## src/rtl/blit_pkg.sv

```systemverilog
// blit_pkg: shared types and default widths for the blitter address step path
package blit_pkg;
  localparam int ADDR_W = 21;
  localparam int STEP_W = 8;
  localparam int LINE_INC = 256;
  typedef enum logic [1:0] {IDLE, RUN, FIN} step_state_t;
endpackage

```

## src/rtl/step_adder.sv

```systemverilog
// step_adder: combinational next address/fraction for one blitter step
module step_adder #(
  parameter int ADDR_W = blit_pkg::ADDR_W,
  parameter int STEP_W = blit_pkg::STEP_W,
  parameter int LINE_INC = blit_pkg::LINE_INC
) (
  input  logic [ADDR_W-1:0] addr,
  input  logic [STEP_W-1:0] frac,
  input  logic [STEP_W-1:0] step,
  input  logic              stepm1,
  input  logic              yfrac,
  output logic [ADDR_W-1:0] next_addr,
  output logic [STEP_W-1:0] next_frac
);
  logic [STEP_W:0] fsum;
  logic [ADDR_W-1:0] delta;
  always_comb begin
    fsum = {1'b0, frac} + {1'b0, step};
    delta = yfrac ? (fsum[STEP_W] ? ADDR_W'(LINE_INC) : '0) : ADDR_W'(step);
    next_addr = stepm1 ? addr - delta : addr + delta;
    next_frac = yfrac ? fsum[STEP_W-1:0] : frac;
  end
endmodule

```

## src/rtl/step_addr_updater.sv

```systemverilog
// step_addr_updater: applies the latched step to the blitter address once per granted cycle
module step_addr_updater #(
  parameter int ADDR_W = blit_pkg::ADDR_W,
  parameter int STEP_W = blit_pkg::STEP_W,
  parameter int LINE_INC = blit_pkg::LINE_INC
) (
  input  logic              MasterClock,
  input  logic              RESET,
  input  logic              LDADR,
  input  logic [ADDR_W-1:0] ADRIN,
  input  logic [STEP_W-1:0] STEP,
  input  logic              STEPM1,
  input  logic              YFRAC,
  input  logic              START,
  input  logic [7:0]        CNTIN,
  input  logic              ADV,
  output logic [ADDR_W-1:0] ADDR,
  output logic              BUSY,
  output logic              DONE
);
  import blit_pkg::*;
  step_state_t state, state_nxt;
  logic [8:0] count;
  logic [STEP_W-1:0] frac, next_frac;
  logic [ADDR_W-1:0] next_addr;
  logic step, launch;
  always_comb begin
    step = state == RUN && ADV;
    launch = state == IDLE && START;
    state_nxt = state == IDLE ? (START ? RUN : IDLE)
              : state == RUN ? (step && count == 9'd1 ? FIN : RUN)
              : IDLE;
  end
  step_adder #(.ADDR_W(ADDR_W), .STEP_W(STEP_W), .LINE_INC(LINE_INC)) u_adder (
    .addr(ADDR), .frac(frac), .step(STEP), .stepm1(STEPM1), .yfrac(YFRAC),
    .next_addr(next_addr), .next_frac(next_frac)
  );
  // A load always wins the address; the step still consumes count and fraction
  always_ff @(posedge MasterClock or posedge RESET) begin
    if (RESET) begin
      state <= IDLE;
      BUSY <= 1'b0;
      DONE <= 1'b0;
      ADDR <= '0;
      frac <= '0;
      count <= '0;
    end else begin
      state <= state_nxt;
      BUSY <= state_nxt == RUN;
      DONE <= state_nxt == FIN;
      ADDR <= LDADR ? ADRIN : step ? next_addr : ADDR;
      frac <= launch ? '0 : step ? next_frac : frac;
      count <= launch ? {~|CNTIN, CNTIN} : step ? count - 9'd1 : count;
    end
  end
endmodule

```

## config.mk

```make
export PLATFORM = sky130hd
export DESIGN_NAME = step_addr_updater
export DESIGN_NICKNAME = d
export VERILOG_FILES = /design/src/rtl/blit_pkg.sv /design/src/rtl/step_adder.sv /design/src/rtl/step_addr_updater.sv
export SDC_FILE = /design/constraint.sdc
export NUM_CORES = 1
export LEC_CHECK = 0
export CAP_MARGIN = 20
export CORE_UTILIZATION = 35
export CTS_CLUSTER_DIAMETER = 150
export DETAILED_ROUTE_END_ITERATION = 12
export GPL_TIMING_DRIVEN = 0
export SLEW_MARGIN = 25
export SYNTH_ARGS = -nofsm -noshare
export SYNTH_HDL_FRONTEND = slang
export SYNTH_SLANG_ARGS = --single-unit
```

## constraint.sdc

```tcl
create_clock -name MasterClock -period 5.1 [get_ports MasterClock]
set_clock_uncertainty 0.05 [all_clocks]
set_input_delay 1.275 -clock MasterClock [delete_from_list [all_inputs] [get_ports MasterClock]]
set_output_delay 1.275 -clock MasterClock [all_outputs]
set_load 0.03 [all_outputs]
```

==> flow_metrics.env, run 1 <==
export IMPL_status="complete, no violations"
export IMPL_area_growth_pct=30.11
export IMPL_dp_slack_ps=-938.7
export IMPL_cp_max_fo=4
export IMPL_path_depth=20
export IMPL_holdPathEnd="BUSY"
export IMPL_max_clock_path_buffers=2
export IMPL_fin_ws_ps=223.3
export IMPL_netlist_top_cells_area="dfrtp_1, ha_1, o21ai_0, a21oi_1, nand2_1"
export IMPL_antenna_cells=0
export IMPL_ys_seq_area_frac=0.2958
export IMPL_slew_headroom=0.5027
export IMPL_cts_root_buf="clkbuf_8"
export IMPL_coreArea_sq_mm=0.009819
export IMPL_synth_edf_count=0
export IMPL_via_count=3465
export IMPL_yosys_area_top_type="dfrtp_1"
export IMPL_rows=36
export IMPL_htreeDepth=2
export IMPL_worstSetupStartpointType="input pin"
export IMPL_cts_tree="done"
export IMPL_clkTransAtPathRegs_ps=90
export IMPL_critPathBufInv=2
export IMPL_layout_nets=584
export IMPL_drtIter0Drc=120
export IMPL_gr_total_overflow=0
export IMPL_final_core_util=0.4708
export IMPL_fillers=1003
export IMPL_grt_max_degree=26
export IMPL_globalplace_congestion=0.9581
export IMPL_initial_core_util=0.3619
export IMPL_setup_violations=0
export IMPL_synth_distinct_cells=57
export IMPL_antenna_found_initial=0
export IMPL_p_leak_nw=1.981
export IMPL_port_buffers=64
export IMPL_worstPathArrival_ps=4990
export IMPL_wire_per_inst_um=15.86
export IMPL_cts_sinks=42
export IMPL_insertion_delay_ps=300
export IMPL_synth_avg_cell_area_sq_um=8.322
export IMPL_synth_seq_cells=42
export IMPL_fmax_mhz=205.1
export IMPL_fin_cells=640
export IMPL_synth_top_area_frac=0.2958
export IMPL_async_flop_share=1.000
export IMPL_gr_usage_all_layers=0.1983
export IMPL_crit_family="compound AO/OA/AOI/OAI gates"
export IMPL_grt_pass1_vias=3430
export IMPL_hold_path_depth=1
export IMPL_grt_pass1_wl_mm=16.31
export IMPL_routed_wl_mm=10.15
export IMPL_crit_required_ps=5220
export IMPL_synth_fp_nets=505
export IMPL_viasPerCell=5.414
export IMPL_postSynthCellCount=427
export IMPL_slew_viol_final=0
export IMPL_die_y_um=102.8
export IMPL_hold_path_startpoint="state[1]"
export IMPL_place_hpwl_mm=7.609
export IMPL_die_area_sq_mm=0.01056
export IMPL_end_kind="flip-flop"
export IMPL_p_per_area_mw_per_mm2=522.0
export IMPL_cp_cell_sequence="buf_2 > ha_4 > fa_2 > a21o_1 > a21oi_2 > o21ai_2 > a31oi_1 > nor2b_2 > inv_1 > ha_1 > mux2i_1 > ha_1 > o211ai_1 > nor3_2 > a311oi_2 > o21bai_4 > a2111oi_4 > nor4_1 > and4bb_1 > o211ai_1"
export IMPL_rr_endpoint="ADDR[20]"
export IMPL_yosysMostFrequentCell="nand2_1"
export IMPL_drive_gt1_frac=0.08876
export IMPL_r2r_slack_ps=920
export IMPL_synth_commonest_cells="nand2_1, dfrtp_1, o21ai_0"
export IMPL_rsz0062_at_grt="true"
export IMPL_hp_class="reg2reg"
export IMPL_cpPeakStageDelay_ps=400
export IMPL_peakVddDrop_v=0.0002494
export IMPL_worst_r2r_cell_count=19
export IMPL_drc=0
export IMPL_report_final_hold_viol_count=0
export IMPL_die_w_um=102.8
export IMPL_synth_warnings=0
export IMPL_finalPower_mw=2.413
export IMPL_min_period_ps=4877
export IMPL_critical_path_class="in2reg"
export IMPL_antenna_left=0
export IMPL_r2r_start="frac[0]"
export IMPL_netlist_area_sq_mm=0.003553
export IMPL_ioPinCount=67
export IMPL_slowest_stage="a2111oi_4"
export IMPL_drv_cap=0
export IMPL_synth_main_ff_cell="dfrtp_1"
export IMPL_cts_made_buffers=5
export IMPL_period_share=0.9562
export IMPL_tightest_slew_ps=745.9
export IMPL_firstDrtPassIters=4
export IMPL_dpl_cell_count=625
per-layer routing:
metal	GRT usage	routed length (um)	vias to the layer above
li1	-	-	1710
met1	0.2550	4458	1623
met2	0.3431	4866	114
met3	0.02847	631	18
met4	0.06176	193	0
met5	0	0	-
how the worst max path moves through the flow:
stage | to | slack (ps) | startpoint
6_report | ADDR[20] | 220 | STEP[0]
5_1_grt | ADDR[20] | -60 | STEP[0]
4_1_cts | ADDR[20] | 10 | STEP[0]
3_5_place_dp | ADDR[20] | -940 | STEP[0]
3_3_place_gp | ADDR[20] | -890 | STEP[0]
2_1_floorplan | ADDR[20] | 180 | STEP[0]
layout make-up:
class | instances | area [sq um] | area share
buffer | 17 | 67.56 | 0.01461
clock buffer | 7 | 86.33 | 0.01867
clock inverter | 1 | 5.005 | 0.001083
inverter | 21 | 78.83 | 0.01705
multi-input combinational | 347 | 2467 | 0.5337
sequential | 42 | 1051 | 0.2273
tap | 133 | 166.4 | 0.03599
timing repair buffer | 72 | 700.7 | 0.1516
per-stage QoR:
step / hold WS, ps / TNS, ps / area [sq um]
floorplan: 404.4 / 0 / 3553
global placement: 431.1 / -7122 / 4360
detailed placement: 446.8 / -7497 / 4380
CTS: 453.4 / 0 / 4526
global route: 478.6 / -62.42 / 4623
finish: 460.5 / 0 / 4623
worst register-to-register path: stages, from the launching register on:
cell,delay [ps]
dfrtp_1,420
ha_4,180
fa_2,390
a21o_1,190
a21oi_2,180
o21ai_2,90
a31oi_1,220
nor2b_2,80
inv_1,60
ha_1,230
mux2i_1,170
ha_1,280
o211ai_1,120
nor3_2,80
a311oi_2,360
o21bai_4,120
a2111oi_4,400
nor4_1,80
and4bb_1,280
o211ai_1,90
sequential cells by signal, summed over array words and instances, names as in the netlist:
signal	count
frac	8
DONE	1
count	9
state	2
BUSY	1
ADDR	21
power breakdown:
| part | internal (mW) | total [mW] | switching (mW) |
|---|---|---|---|
| combinational | 0.715 | 1.59 | 0.875 |
| clock | 0.110 | 0.239 | 0.129 |
| sequential | 0.461 | 0.584 | 0.124 |
placed cells by master, fill, tap and decap left out, drive strengths merged, types with 3 or more instances in the layout:
cell	instances
a2111oi	3
a211oi	3
a21o	12
a21oi	34
a221o	4
a31oi	3
and3	4
buf	9
clkbuf	25
clkdlybuf4s50	57
dfrtp	42
dlygate4sd2	4
ha	32
inv	21
mux2i	9
nand2	43
nand2b	7
nand3	14
nor2	28
nor2b	9
nor3	15
nor4	5
nor4b	3
o211ai	3
o21ai	41
o21bai	11
o31ai	3
xnor2	18
xor2	6
cell families after synthesis:
logic type	share of synthesized area
multiplexers	0.03169
buffers and inverters	0.04014
AO/OA/AOI/OAI	0.2394
AND/OR/NAND/NOR	0.2099
adder cells (fa/ha/maj)	0.1239
flip-flops	0.2958
XOR/XNOR	0.05915
repair_timing:
action                     in CTS  in global routing
setup endpoints to repair      12                  8
hold buffers                    0                  0
buffers inserted                4                  3
pin swaps                       6                 13
resized for setup              17                 21
Note: power is estimated with default switching activity, not from simulation.
==> run 2, diff against run 1 <==
--- a/config.mk
+++ b/config.mk
@@ -7,4 +7,5 @@
 export LEC_CHECK = 0
 export CAP_MARGIN = 20
+export CORE_MARGIN = 2
 export CORE_UTILIZATION = 35
 export CTS_CLUSTER_DIAMETER = 150
--- a/constraint.sdc
+++ b/constraint.sdc
@@ -3,3 +3,3 @@
 set_input_delay 1.275 -clock MasterClock [delete_from_list [all_inputs] [get_ports MasterClock]]
 set_output_delay 1.275 -clock MasterClock [all_outputs]
-set_load 0.03 [all_outputs]
+set_load 0.1 [all_outputs]
==> run 2 against run 1 <==
  * Utilization up 0.22 points
  * Non-clock buffer count down 1
  * Via count down 0.43%
==> flow_metrics.env, run 2 (synthesis gave the netlist of run 1 again) <==
export IMPL_globalplace_congestion=0.9408
export IMPL_drc=0
export IMPL_insertion_delay_ps=310
export IMPL_reg_top3="ADDR x21, count x9, frac x8"
export IMPL_area_growth_pct=30.70
export IMPL_placed_area_sq_mm=0.004380
export IMPL_cp_max_fo=4
export IMPL_layout_common_cells="clkdlybuf4s50_1, nand2_1, dfrtp_1"
export IMPL_rows=36
export IMPL_final_common_cell="clkdlybuf4s50_1"
export IMPL_p_leak_nw=1.983
export IMPL_firstDrtPassIters=4
export IMPL_clkTransAtPathRegs_ps=90
export IMPL_largest_register_ffs=21
export IMPL_period_share=0.9671
export IMPL_gr_total_overflow=0
export IMPL_ctsHoldBuffers=0
export IMPL_cts_sinks=42
export IMPL_cts_root_buf="clkbuf_8"
export IMPL_cts_tree="done"
export IMPL_die_y_um=104.8
export IMPL_report_final_hold_viol_count=0
export IMPL_fmax_mhz=202.7
export IMPL_peakVddDrop_v=0.0003771
export IMPL_status="complete, no violations"
export IMPL_setup_violations=0
export IMPL_cpPeakStageDelay_ps=400
export IMPL_regArea_sq_mm=0.001051
export IMPL_wire_per_inst_um=15.75
export IMPL_drv_cap=0
export IMPL_port_buffers=64
export IMPL_grt_pass1_vias=3326
export IMPL_critical_path_class="in2reg"
export IMPL_slew_headroom=0.3437
export IMPL_place_hpwl_mm=7.648
export IMPL_die_w_um=104.8
export IMPL_htreeDepth=2
export IMPL_grt_max_degree=25
export IMPL_max_clock_path_buffers=2
export IMPL_drive_gt1_frac=0.1008
export IMPL_critPathBufInv=2
export IMPL_worstSetupStartpointType="input pin"
export IMPL_grt_pass1_wl_mm=16.47
export IMPL_coreArea_sq_mm=0.009819
export IMPL_cts_made_buffers=5
export IMPL_cp_cell_sequence="clkbuf_2 > ha_2 > fa_2 > a21o_1 > a21oi_2 > o21ai_2 > a31oi_2 > nor2b_2 > inv_1 > ha_1 > mux2i_1 > ha_1 > o211ai_1 > nor3_2 > a311oi_2 > o21bai_4 > a2111oi_4 > nor4b_2 > and4bb_1 > o211ai_1"
export IMPL_slowest_stage="a2111oi_4"
export IMPL_p_per_area_mw_per_mm2=596.7
export IMPL_ioPinCount=67
export IMPL_hp_class="reg2reg"
export IMPL_crit_family="compound AO/OA/AOI/OAI gates"
export IMPL_gr_usage_all_layers=0.1841
export IMPL_antenna_found_initial=0
export IMPL_die_area_sq_mm=0.01097
export IMPL_layout_nets=583
export IMPL_drtIter0Drc=110
export IMPL_via_count=3450
export IMPL_slew_viol_final=0
export IMPL_final_core_util=0.4730
export IMPL_crit_required_ps=5210
export IMPL_antenna_left=0
export IMPL_fin_area_sq_mm=0.004644
export IMPL_routed_wl_mm=10.06
export IMPL_tightest_slew_ps=981.3
export IMPL_largest_register="ADDR"
export IMPL_end_kind="flip-flop"
export IMPL_initial_core_util=0.3619
export IMPL_hold_ws_ps=452.6
export IMPL_worstPathArrival_ps=5040
export IMPL_viasPerCell=5.399
export IMPL_antenna_cells=0
export IMPL_min_period_ps=4932
export IMPL_fillers=1015
export IMPL_multi_input_area_sq_mm=0.002490
run 2: cell count changes in the layout (fill, tap and decap cells not counted), moves of 2 or more:
| cell | change |
|---|---|
| a2111oi_2 | -2 |
| a2111oi_4 | +2 |
| ha_2 | +3 |
| ha_4 | -2 |
| o21ai_0 | +2 |
| o21ai_1 | -3 |
run 2: per-layer routing:
metal  wire, um  global-route usage  up-vias
li1           -                   -     1710
met1       4750              0.2456     1639
met2       4685              0.3015       84
met3        449             0.03618       17
met4        179             0.05429        0
met5          0                   0        -
run 2: power breakdown:
part,leakage (nW),internal [mW],switching (mW),total [mW]
registers,0.513,0.461,0.118,0.579
logic,1.42,0.722,1.23,1.95
clock network,0.0472,0.109,0.130,0.239
run 2: final cells by class:
class                   count  area share
well taps                 133     0.03583
flip-flops and latches     42      0.2263
clock buffers               6     0.01778
repair buffers             71      0.1498
plain buffers              17     0.01455
inverters                  21     0.01697
clock inverters             2    0.002694
multi-input cells         347      0.5361
run 2: worst reg2reg max path, stage by stage (launching register included):
cell	delay (ps)
dfrtp_1	390
ha_2	190
fa_2	350
a21o_1	190
a21oi_2	190
o21ai_2	90
a31oi_2	210
nor2b_2	90
inv_1	60
ha_1	220
mux2i_1	190
ha_1	300
o211ai_1	130
nor3_2	80
a311oi_2	360
o21bai_4	120
a2111oi_4	400
nor4b_2	100
and4bb_1	280
o211ai_1	90
run 2: path summary, 6_finish.rpt:
| kind | start | end | slack (ps) | cells past startpoint |
|---|---|---|---|---|
| worst min-delay path | state[1] | BUSY | 450 | 1 |
| max in group asynchronous | RESET | ADDR[20] | 3280 | 3 |
| worst min register to register | state[1] | BUSY | 450 | 1 |
| worst max-delay path | STEP[0] | ADDR[20] | 170 | 20 |
| worst max register to register | frac[0] | ADDR[20] | 900 | 19 |
| min in group asynchronous | RESET | ADDR[3] | 1240 | 2 |
run 2: what timing repair did:
action	CTS	global route
buffers inserted	5	1
resized for setup	19	23
pin swaps	6	9
endpoints found under the hold margin	0	0
endpoints found under the setup margin	12	6
run 2: through the flow:
step           setup TNS (ps)  setup slack (ps)  instances  power (mW)
6_report                    0             167.8        639       2.771
5_1_grt                -14.71            -14.71        639       2.976
4_1_cts                     0             16.96        638       2.710
3_5_place_dp            -7121            -883.6        625       2.401
3_3_place_gp            -7095            -884.5        624       2.380
2_1_floorplan               0             183.5        427       1.982
==> run 3, diff against run 2 <==
Settings changed: ABC_CLOCK_PERIOD_IN_PS from default to 5100.
==> results of run 3 <==
Same layout as run 2: the final DEF is identical, and so are final timing and power.
